--- src/rtl/bch_frame_ctrl.sv ---
// Host-side sequencer for the BCH decoder core: load W words, start the core, stream error locations back.
// Latency: set -> first ready 1 cycle; last write -> core_start 1 cycle; accepted beat -> finish 1 cycle.
// Backpressure: core_err_rdy held high only in OUT; optional watchdog enabled by BCH_CTRL_TIMEOUT_EN.
module bch_frame_ctrl #(
  parameter int DATA_W      = 64,
  parameter int LOC_W       = 10,
  parameter int ADDR_W      = 7,
  parameter int TIMEOUT_CYC = 8192
) (
  input  logic              clk,
  input  logic              rstn,
  input  logic              set,
  input  logic              mode,
  input  logic [1:0]        code,
  input  logic [DATA_W-1:0] idata,
  output logic              ready,
  output logic              finish,
  output logic [LOC_W-1:0]  odata,
  output logic              core_start,
  output logic              core_mode,
  output logic [1:0]        core_code,
  output logic              wr_en,
  output logic [ADDR_W-1:0] wr_addr,
  output logic [DATA_W-1:0] wr_data,
  input  logic              core_done,
  input  logic [3:0]        core_nerr,
  input  logic              core_err_vld,
  input  logic [LOC_W-1:0]  core_err_loc,
  input  logic              core_err_last,
  output logic              core_err_rdy
);

  typedef enum logic [2:0] {S_IDLE, S_LOAD, S_RUN, S_OUT, S_LAST} state_t;

  // All-ones location never names a real bit position, so it flags "no location".
  localparam logic [LOC_W-1:0] SENTINEL = {LOC_W{1'b1}};

  state_t              state_q, state_d;
  logic                ready_q, ready_d;
  logic                wr_en_q, wr_en_d;
  logic                start_q, start_d;
  logic                finish_q, finish_d;
  logic [LOC_W-1:0]    odata_q, odata_d;
  logic [ADDR_W-1:0]   rcnt_q, rcnt_d;
  logic [ADDR_W-1:0]   waddr_q, waddr_d;
  logic                mode_q, mode_d;
  logic [1:0]          code_q, code_d;
  logic [ADDR_W-1:0]   wlast;
  logic                err_rdy;
  logic                tmo_hit;

  // Index of the final word for the latched frame type (W-1).
  always_comb begin
    wlast = '0;
    case ({mode_q, code_q})
      3'b0_01: wlast = ADDR_W'(0);
      3'b0_10: wlast = ADDR_W'(3);
      3'b0_11: wlast = ADDR_W'(15);
      3'b1_01: wlast = ADDR_W'(7);
      3'b1_10: wlast = ADDR_W'(31);
      3'b1_11: wlast = ADDR_W'(127);
      default: wlast = '0;
    endcase
  end

`ifdef BCH_CTRL_TIMEOUT_EN
  localparam int TW = $clog2(TIMEOUT_CYC + 1);
  logic [TW-1:0] tmo_q, tmo_d;

  // Watchdog: held at zero during LOAD so it starts fresh on entry to RUN, counts through RUN and OUT.
  always_comb begin
    tmo_d = tmo_q;
    if (state_q == S_LOAD) tmo_d = '0;
    else if (state_q == S_RUN || state_q == S_OUT) tmo_d = tmo_q + 1'b1;
    tmo_hit = (state_q == S_RUN || state_q == S_OUT) && (tmo_q == TW'(TIMEOUT_CYC - 1));
  end

  // Watchdog counter register.
  always_ff @(posedge clk) begin
    if (!rstn) tmo_q <= '0;
    else       tmo_q <= tmo_d;
  end
`else
  logic unused_tmo;
  assign unused_tmo = ^TIMEOUT_CYC;
  assign tmo_hit    = 1'b0;
`endif

  // Next-state and registered-output decode.
  always_comb begin
    state_d  = state_q;
    ready_d  = 1'b0;
    wr_en_d  = 1'b0;
    start_d  = 1'b0;
    finish_d = 1'b0;
    odata_d  = odata_q;
    rcnt_d   = rcnt_q;
    waddr_d  = waddr_q;
    mode_d   = mode_q;
    code_d   = code_q;
    err_rdy  = 1'b0;
    case (state_q)
      S_IDLE: begin
        if (set && code != 2'd0) begin
          mode_d  = mode;
          code_d  = code;
          rcnt_d  = '0;
          waddr_d = '0;
          ready_d = 1'b1;
          state_d = S_LOAD;
        end
      end
      S_LOAD: begin
        // Each ready cycle schedules a capture one cycle later.
        if (ready_q) begin
          wr_en_d = 1'b1;
          if (rcnt_q != wlast) begin
            ready_d = 1'b1;
            rcnt_d  = rcnt_q + 1'b1;
          end
        end
        if (wr_en_q) begin
          if (waddr_q == wlast) begin
            start_d = 1'b1;
            state_d = S_RUN;
          end else begin
            waddr_d = waddr_q + 1'b1;
          end
        end
      end
      S_RUN: begin
        if (core_done) begin
          if (core_nerr == 4'd0) begin
            finish_d = 1'b1;
            odata_d  = SENTINEL;
            state_d  = S_LAST;
          end else begin
            state_d = S_OUT;
          end
        end else if (tmo_hit) begin
          finish_d = 1'b1;
          odata_d  = SENTINEL;
          state_d  = S_LAST;
        end
      end
      S_OUT: begin
        err_rdy = !tmo_hit;
        if (core_err_vld && err_rdy) begin
          finish_d = 1'b1;
          odata_d  = core_err_loc;
          if (core_err_last) state_d = S_LAST;
        end else if (tmo_hit) begin
          finish_d = 1'b1;
          odata_d  = SENTINEL;
          state_d  = S_LAST;
        end
      end
      S_LAST:  state_d = S_IDLE;
      default: state_d = S_IDLE;
    endcase
  end

  // State and output registers with synchronous active-low reset.
  always_ff @(posedge clk) begin
    if (!rstn) begin
      state_q  <= S_IDLE;
      ready_q  <= 1'b0;
      wr_en_q  <= 1'b0;
      start_q  <= 1'b0;
      finish_q <= 1'b0;
      odata_q  <= '0;
      rcnt_q   <= '0;
      waddr_q  <= '0;
      mode_q   <= 1'b0;
      code_q   <= 2'd0;
    end else begin
      state_q  <= state_d;
      ready_q  <= ready_d;
      wr_en_q  <= wr_en_d;
      start_q  <= start_d;
      finish_q <= finish_d;
      odata_q  <= odata_d;
      rcnt_q   <= rcnt_d;
      waddr_q  <= waddr_d;
      mode_q   <= mode_d;
      code_q   <= code_d;
    end
  end

  assign ready        = ready_q;
  assign finish       = finish_q;
  assign odata        = odata_q;
  assign core_start   = start_q;
  assign core_mode    = mode_q;
  assign core_code    = code_q;
  assign wr_en        = wr_en_q;
  assign wr_addr      = waddr_q;
  // Host word passes straight through on the capture cycle; zero otherwise.
  assign wr_data      = wr_en_q ? idata : '0;
  assign core_err_rdy = err_rdy;

endmodule

--- config.mk ---
export PLATFORM = sky130hd
export DESIGN_NAME = bch_frame_ctrl
export DESIGN_NICKNAME = d
export VERILOG_FILES = /design/src/rtl/bch_frame_ctrl.sv
export SDC_FILE = /design/constraint.sdc
export NUM_CORES = 1
export LEC_CHECK = 0
export BUFFER_PORTS_ARGS = -buffer_cell sky130_fd_sc_hd__buf_2
export CAP_MARGIN = 20
export CORE_ASPECT_RATIO = 1.1
export CORE_UTILIZATION = 39
export DETAILED_ROUTE_END_ITERATION = 8
export PLACE_DENSITY_LB_ADDON = 0.1
export SKIP_CTS_REPAIR_TIMING = 1
export SYNTH_ARGS = -nofsm -noshare
export SYNTH_HDL_FRONTEND = slang
export SYNTH_SLANG_ARGS = --single-unit
--- constraint.sdc ---
create_clock -name clk -period 2.6 [get_ports clk]
set_clock_uncertainty 0.15 [all_clocks]
set_input_delay 0.13 -clock clk [delete_from_list [all_inputs] [get_ports clk]]
set_output_delay 0.13 -clock clk [all_outputs]
set_load 0.005 [all_outputs]
==> impl_results.md, run 1 <==
* Final Wtd Congestion at 0.8431
* MaxCap Viol Count at 0
* CTS max path bufs at 2
* Multi-input gate area at about 1300 um2
* Initial Utilization at between 40% and 50%
* Switching Share at approximately 25%
* Crit. End Element: flip-flop
* Violated checks: DRC, hold timing
* Seq/Total Area, Yosys at between 30% and 40%
* Min Tclk post-route at around 2.2 ns
* CP endpoint: rcnt_q[4]$_SDFFE_PN0P_
* Depth of the most critical reg-to-reg path at 5
* Via/cell ratio at 5.050
* P_sw at 275.4 uW
* Share of layout cells above drive strength 1 at between 40% and 50%
* Slew Viols, Final at 0
* Worst Path Arrival at about 2.2 ns
* Pint at roughly 830 uW
* Fillcell total at around 450
* Row Count at 27
* Syn-to-layout area delta at 52.85%
* Worst Setup SP: core_code[0]$_SDFFE_PN0P_
* FF+latch area at ~680 um2
* TritonCTS Buffers at 5
* Ratio of total power to cell area at roughly 350 nW/um2
* First-pass GRT wire length at between 10 and 15 mm
* WS Path Type: reg2reg
* Skew-Pair Late Insertion Delay at 0.28 ns
* Crit share post-route at 83.22%
* DP Worst Slack at between 0.4 and 0.5 ns
* Syn Inst Count at roughly 260
* Chip width at about 70 um
* CP Launch Type: flip-flop
* Slew @ Worst Pin at between 0.4 and 0.5 ns
* Core Area at 5034 um2
* CTS tree: built
* WHS at -0.03564 ns
* Worst-path clk slew at ~0.070 ns
* Initial DRC count at 130
* Met1 WL at 3.255 mm
* Slew HR at approximately two thirds
* ANT nets after route at 0
* Worst EP required at between 2 and 3 ns
* Highest Clock Rate at ~0.46 GHz
* Worst R2R Setup Slack at about 0.44 ns
* Layout Utilization at 62.69%
* Hold Vio Cnt, Final at 2
* Total wire length at 7.495 mm
* Setup violations, final at 0
* Design Area, Final at between 3000 and 4000 um2
* Wire length on met2 at 3.244 mm
* Final worst slack at around 0.44 ns
* Root Buffer: clkbuf_8
* Initial antenna violation count at 0
* Clock Power Share at 36.4%
* Final net count at 528
* Number of synthesized flops with an enable pin at 0
* Mean Syn Cell Area at around 8 um2
* Buffers on Ports at 175
* DR pass1 iterations at 9
* Distinct cells, synth at 43
* Dpl cell area at a little under 3000 um2
* Peak VDD IR at between 0.0004 and 0.0005 V
* Die Area at between 5000 and 6000 um2
* Post-synth design cell area at ~2100 um2
* Met3 WL at about 960 um
* Worst Path Max Fanout at 14
* Vias at 2,515
* Remaining Overflow, GRT at 0
* Reg-to-reg critical path startpoint: core_code[0]$_SDFFE_PN0P_
* FF+latch count, synth at 34
* DR WL/cell at between 15 and 20 um
* Predominant post-synthesis flop cell: dfxtp_1
* Reg2reg end: rcnt_q[4]$_SDFFE_PN0P_
* TNS Setup at 0 ns
* Pwr Total at about 1.1 mW
* H-tree Lvls at 2
* Min-delay src: code[1]
* Post-DP HPWL at slightly below 6 mm
* Syn_nets at about 350
* Yosys Warn Count at 0
* Outcome: complete, but fails checks
* Logic pwr share at 14.7%
* Power share of the sequential group at 48.9%
* Hold Crit Class: in2reg
* Boundary Pins at 176
* Number of global-route vias before repair at about 2,100
* Top Layer Used: met4
* Largest net degree at the start of global routing at 66
* Post-synthesis async set-or-reset flop share at 0%
* RSZ-0062 raised after global routing: false
* Leak at around 1.7 nW
* Clk sinks at 34
* # DRC at 14
* N_diodes at 0
* Die H at roughly 80 um
* Overall Global Routing Usage at 25.28%
[logic make-up after synthesis]
kind of cell             count (synthesis)  synth area share, %
AND/OR/NAND/NOR                        141                38.85
XOR/XNOR                                 2               0.8486
flip-flops                              34                32.97
buffers and inverters                   20                4.667
adder cells (fa/ha/maj)                  3                1.697
AO/OA/AOI/OAI                           54                18.49
multiplexers                             5                2.485
[power by group through the flow]
stage	combinational [mW]	clock [mW]	sequential [mW]
CTS	0.149	0.405	0.541
global route	0.178	0.432	0.543
floorplan	0.0713	0	0.544
finish	0.163	0.403	0.542
detailed placement	0.148	0	0.553
global placement	0.148	0	0.553
[layout make-up]
cell class	instances	area share (%)
Clock buffer	7	2.736
Clock inverter	1	0.1586
Inverter	4	0.4758
Multi-Input combinational cell	205	40.80
Sequential cell	34	21.57
Tap cell	58	2.300
Timing Repair Buffer	189	31.96
[routing by layer]
| metal | vias up | GRT usage (%) |
|---|---|---|
| li1 | 1276 | - |
| met1 | 1114 | 34.04 |
| met2 | 121 | 39.43 |
| met3 | 4 | 8.601 |
| met4 | 0 | 4.200 |
| met5 | - | 0 |
[state kept, by name, indices dropped and copies added, names as in the netlist, 2 cells and up]
signal / flops
core_code: 2
odata: 10
rcnt_q: 7
state_q: 3
wr_addr: 7
[synthesized netlist by cell type (all sizes together) (2+ instances only)]
cell type,n,share of area (%)
a21oi,16,3.9
and3,3,0.91
and2,68,21
inv,3,0.55
ha,2,1.2
nor4b,3,1.3
o211ai,2,0.97
o21ai,14,3.4
or2,3,0.91
buf,5,1.9
nor4,3,0.91
nor2,9,1.6
nand2,19,3.5
o221a,10,5.5
mux2i,4,1.9
nand3,14,3.4
xor2,2,0.85
nor3,4,0.97
o31ai,2,0.73
or3,11,3.3
dfxtp,34,33
clkbuf,11,2.0
[critical path, stage by stage (launching register included)]
cell      delay, ns
dfxtp_1        0.42
maj3_1         0.43
a31oi_1        0.26
o211ai_2       0.26
or3_1          0.42
a21oi_1        0.15
[cell usage in the layout, fill, tap and decap left out, types with 6 or more instances in the layout]
cell type,instances
nand3_1,14
and2_1,68
o21ai_0,14
or3_1,11
dlygate4sd3_1,11
buf_2,175
a21oi_1,16
o221a_2,10
dfxtp_1,34
clkbuf_8,6
nor2_1,9
nand2_1,19
[metrics by stage]
step / hold WS, ns / std cells
after floorplan: 0.1271 / 259
after global placement: 0.2191 / 479
after detailed placement: 0.2264 / 479
after CTS: -0.06433 / 487
after global routing: 0.007423 / 498
final: -0.03564 / 498
[worst min-delay path by stage]
| stage | endpoint | slack, ns | cells past startpoint |
|---|---|---|---|
| after detailed placement | core_mode$_SDFFE_PN0P_ | 0.23 | 3 |
| after global routing | core_code[1]$_SDFFE_PN0P_ | 0.007 | 3 |
| final | core_code[1]$_SDFFE_PN0P_ | -0.04 | 3 |
| after CTS | core_mode$_SDFFE_PN0P_ | -0.06 | 3 |
| after floorplan | core_code[0]$_SDFFE_PN0P_ | 0.13 | 2 |
| after global placement | core_mode$_SDFFE_PN0P_ | 0.22 | 3 |
Note: power is estimated with default switching activity, not from simulation.
==> inputs of run 2 (changes only) <==
Settings changed: ABC_AREA from default to 1, CORE_UTILIZATION 39 to 41.
Clock period 2.6 ns to 2.15 ns, I/O delays scaled along.
==> run 2 against run 1 <==
  * The flow finishes with violations (hold timing)
  * Area after synthesis increased by 16%
  * Register-to-register slack worse by 0.12 ns
  * Global-route usage shrank 1.6 points
  * Critical path type unchanged
  * Combinational power rose to 6.2 times the previous value
  * Non-clock buffer count decreased by 3
  * Sequential power rose by 51%
  * Sequential share of layout area down 2.1 points
  * Cell area rose by 11%
  * Final cell count is 33% higher
  * Worst hold slack better by 0.015 ns
  * Synthesized cell count grew 57%
  * Via count up 21%
==> impl_results.md, run 2 <==
* Outcome: complete, but fails checks
* Violated checks: hold timing
* WHS at -0.02021 ns (+0.01543 ns)
* Post-synth design cell area at 2400 um2 (+16%)
* Initial DRC count at 224 (+72%)
* Bufs and invs on worst path at 1 (+1)
* Depth of the most critical reg-to-reg path at 9 (+4)
* Top-count cell post-synth: nand2_1
* Post-DP HPWL at 6.022 mm (+2.9%)
* Slew @ Worst Pin at 0.6123 ns (+0.1271 ns)
* RSZ-0062 raised after global routing: false
* Cell Chain, Critical Path: nor2_2 -> nand2_2 -> inv_2 -> a22oi_4 -> nand2_4 -> nor2_4 -> and2_4 -> nand2_2 -> nor2_2
* Largest register FFs at 10 (unchanged)
* Reg2reg end: state_q[2]$_SDFFE_PN0P_
* DR pass1 iterations at 5 (-4)
* Seq/Total Area, Yosys at 28.36% (-4.6 points)
* Hold Vio Cnt, Final at 2 (unchanged)
* Share of layout cells above drive strength 1 at 35.32% (-10 points)
* Worst path slowest cell: dfxtp_1
* Synth area leader: dfxtp_1
* Syn_nets at 496 (+43%)
* Slew HR at 58.75% (-8.8 points)
* TNS Setup at 0 ns (unchanged)
* Core Area at 5500 um2 (+9.3%)
* Number of synthesized flops with an enable pin at 0 (unchanged)
* Vias at 3,054 (+21%)
* First-pass GRT wire length at 11.12 mm (+2.9%)
* Reg-to-reg critical path startpoint: state_q[1]$_SDFFE_PN0P_
* Initial Utilization at 43.63% (+2.6 points)
* Largest stage delay, worst path at 0.38 ns (-0.05 ns)
* Design Area, Final at 3493 um2 (+11%)
* Worst Path Max Fanout at 12 (-2)
* Worst EP required at 2.21 ns (-0.45 ns)
* Die H at 82.24 um (+5.0%)
* Leak at 2.431 nW (+43%)
* CP endpoint: state_q[2]$_SDFFE_PN0P_
* CTS tree: built
* Final Wtd Congestion at 0.8882 (+5.3%)
* Boundary Pins at 176 (unchanged)
* Top-area cell type share of the netlist area at 28.36% (-4.6 points)
* Crit share post-route at 85.20% (+2.0 points)
* # DRC at 0 (-14)
* N_diodes at 0 (unchanged)
* Slew Viols, Final at 0 (unchanged)
* Buffers on Ports at 175 (unchanged)
* Final net count at 675 (+28%)
* Commonest non-fill, non-tap cell in the layout: buf_2
* WS Path Type: reg2reg
* Via/cell ratio at 4.620 (-8.5%)
* ANT nets after route at 0 (unchanged)
* CTS max path bufs at 2 (unchanged)
* Setup violations, final at 0 (unchanged)
* TritonCTS Buffers at 5 (unchanged)
* Hold Crit Class: in2reg
* Initial antenna violation count at 0 (unchanged)
* Overall Global Routing Usage at 23.70% (-1.6 points)
* Synth cell count leaders: nand2_1, inv_1, nor2_1
* Highest Clock Rate at 0.5459 GHz (+18%)
* Worst Path Arrival at 1.90 ns (-0.33 ns)
* Clk sinks at 34 (unchanged)
* Remaining Overflow, GRT at 0 (unchanged)
* CP Launch Type: flip-flop
* Row Count at 28 (+3.7%)
* Worst-path clk slew at 0.06 ns (about the same)
* FF+latch count, synth at 34 (unchanged)
* Ratio of total power to cell area at 649.9 nW/um2 (+85%)
* Root Buffer: clkbuf_8
* Crit. End Element: flip-flop
* Chip width at 74.95 um (+5.0%)
* Peak VDD IR at 0.0003839 V (-8.1%)
* Worst R2R Setup Slack at 0.32 ns (-0.12 ns)
* Most frequent cells in the layout: buf_2, nand2_1, inv_1
* Syn Inst Count at 407 (+57%)
* Yosys Warn Count at 0 (unchanged)
* Distinct cells, synth at 30 (-30%)
* H-tree Lvls at 2 (unchanged)
* Die Area at 6163 um2 (+10%)
* Min Tclk post-route at 1.832 ns (-0.3318 ns)
* Predominant post-synthesis flop cell: dfxtp_1
* Ranking of synthesized cells by area: dfxtp_1, nand2_1, inv_1, nor2_1, nand3_1
* Syn-to-layout area delta at 45.57%
* MaxCap Viol Count at 0 (unchanged)
* Mean Syn Cell Area at 5.896 um2 (-26%)
* Dpl cell area at 3317 um2 (+12%)
* Skew-Pair Late Insertion Delay at 0.28 ns (about the same)
* DR WL/cell at 11.62 um (-23%)
* Worst Setup SP: state_q[1]$_SDFFE_PN0P_
* Worst path top cell family by delay: simple AND/OR/NAND/NOR gates
* Critical path depth at 9 (+4)
* Post-synthesis async set-or-reset flop share at 0% (unchanged)
* Total wire length at 7.678 mm (+2.4%)
* Number of global-route vias before repair at 2,503 (+17%)
* Largest net degree at the start of global routing at 66 (unchanged)
run 2: cell types whose count changed in the layout (fill, tap and decap cells not counted), moves of 9 or more:
cell      previous run  this run
or3_1               11         0
o221a_2             10         0
nand3_1             14        25
nor2_1               9        36
nand2_1             19       122
inv_1                3        96
and2_1              68         1
o221ai_1             1        10
run 2: through the flow:
stage               power (mW)  worst slack [ns]  utilization [%]  cells
floorplan                1.538            0.6039                -    407
global placement         1.813            0.3539            60.30    644
detailed placement       1.830            0.3264            60.30    644
CTS                      2.267            0.3039            61.69    651
global route             2.433            0.1937            63.51    661
finish                   2.270            0.3182            63.51    661
run 2: area by class of cell:
type | count | area, um2
inverter | 103 | 386.6
timing repair buffer | 186 | 983.4
tap | 75 | 93.84
multi-input combinational | 256 | 1271
clock buffer | 7 | 76.32
fill | 537 | 2007
sequential | 34 | 681.9
run 2: worst min-delay path: cells and delay by family:
family | cells | cell delay (ns)
buffers and inverters | 1 | 0.08
AO/OA/AOI/OAI | 2 | 0.18
run 2: where the power goes:
part | total, mW | switching, mW | internal, mW
Sequential | 0.820 | 0.0933 | 0.727
Combinational | 1.01 | 0.616 | 0.398
Clock | 0.436 | 0.214 | 0.223
Total | 2.27 | 0.923 | 1.35
run 2: how the worst min path moves through the flow:
stage                                   to  slack [ns]  cells past startpoint             from
finish              core_mode$_SDFFE_PN0P_       -0.02                      3             mode
global route        core_mode$_SDFFE_PN0P_       0.005                      3             mode
CTS                  odata[5]$_SDFFE_PN0P_       -0.06                      3  core_err_loc[5]
detailed placement   odata[5]$_SDFFE_PN0P_        0.23                      3  core_err_loc[5]
global placement     odata[0]$_SDFFE_PN0P_        0.23                      3  core_err_loc[0]
floorplan            odata[4]$_SDFFE_PN0P_        0.14                      2  core_err_loc[4]
run 2: cells by family (layout without fill, tap and decap cells):
| logic type | Yosys count | count (layout) | synth area share, % |
|---|---|---|---|
| AOI/OAI and AO/OA | 38 | 38 | 10.27 |
| adders and majority gates | 2 | 2 | 1.043 |
| xor gates and xnor gates | 6 | 6 | 2.190 |
| buffers and inverters | 117 | 296 | 18.67 |
| DFF | 34 | 34 | 28.36 |
| and+or+nand+nor | 210 | 210 | 39.47 |
run 2: routing by layer:
layer,vias to the layer above,track usage (%),part of all wire (%)
met5,-,0,0
li1,1561,-,-
met3,7,4.976,7.4
met4,0,7.358,1.0
met1,1345,30.24,42
met2,141,39.73,49
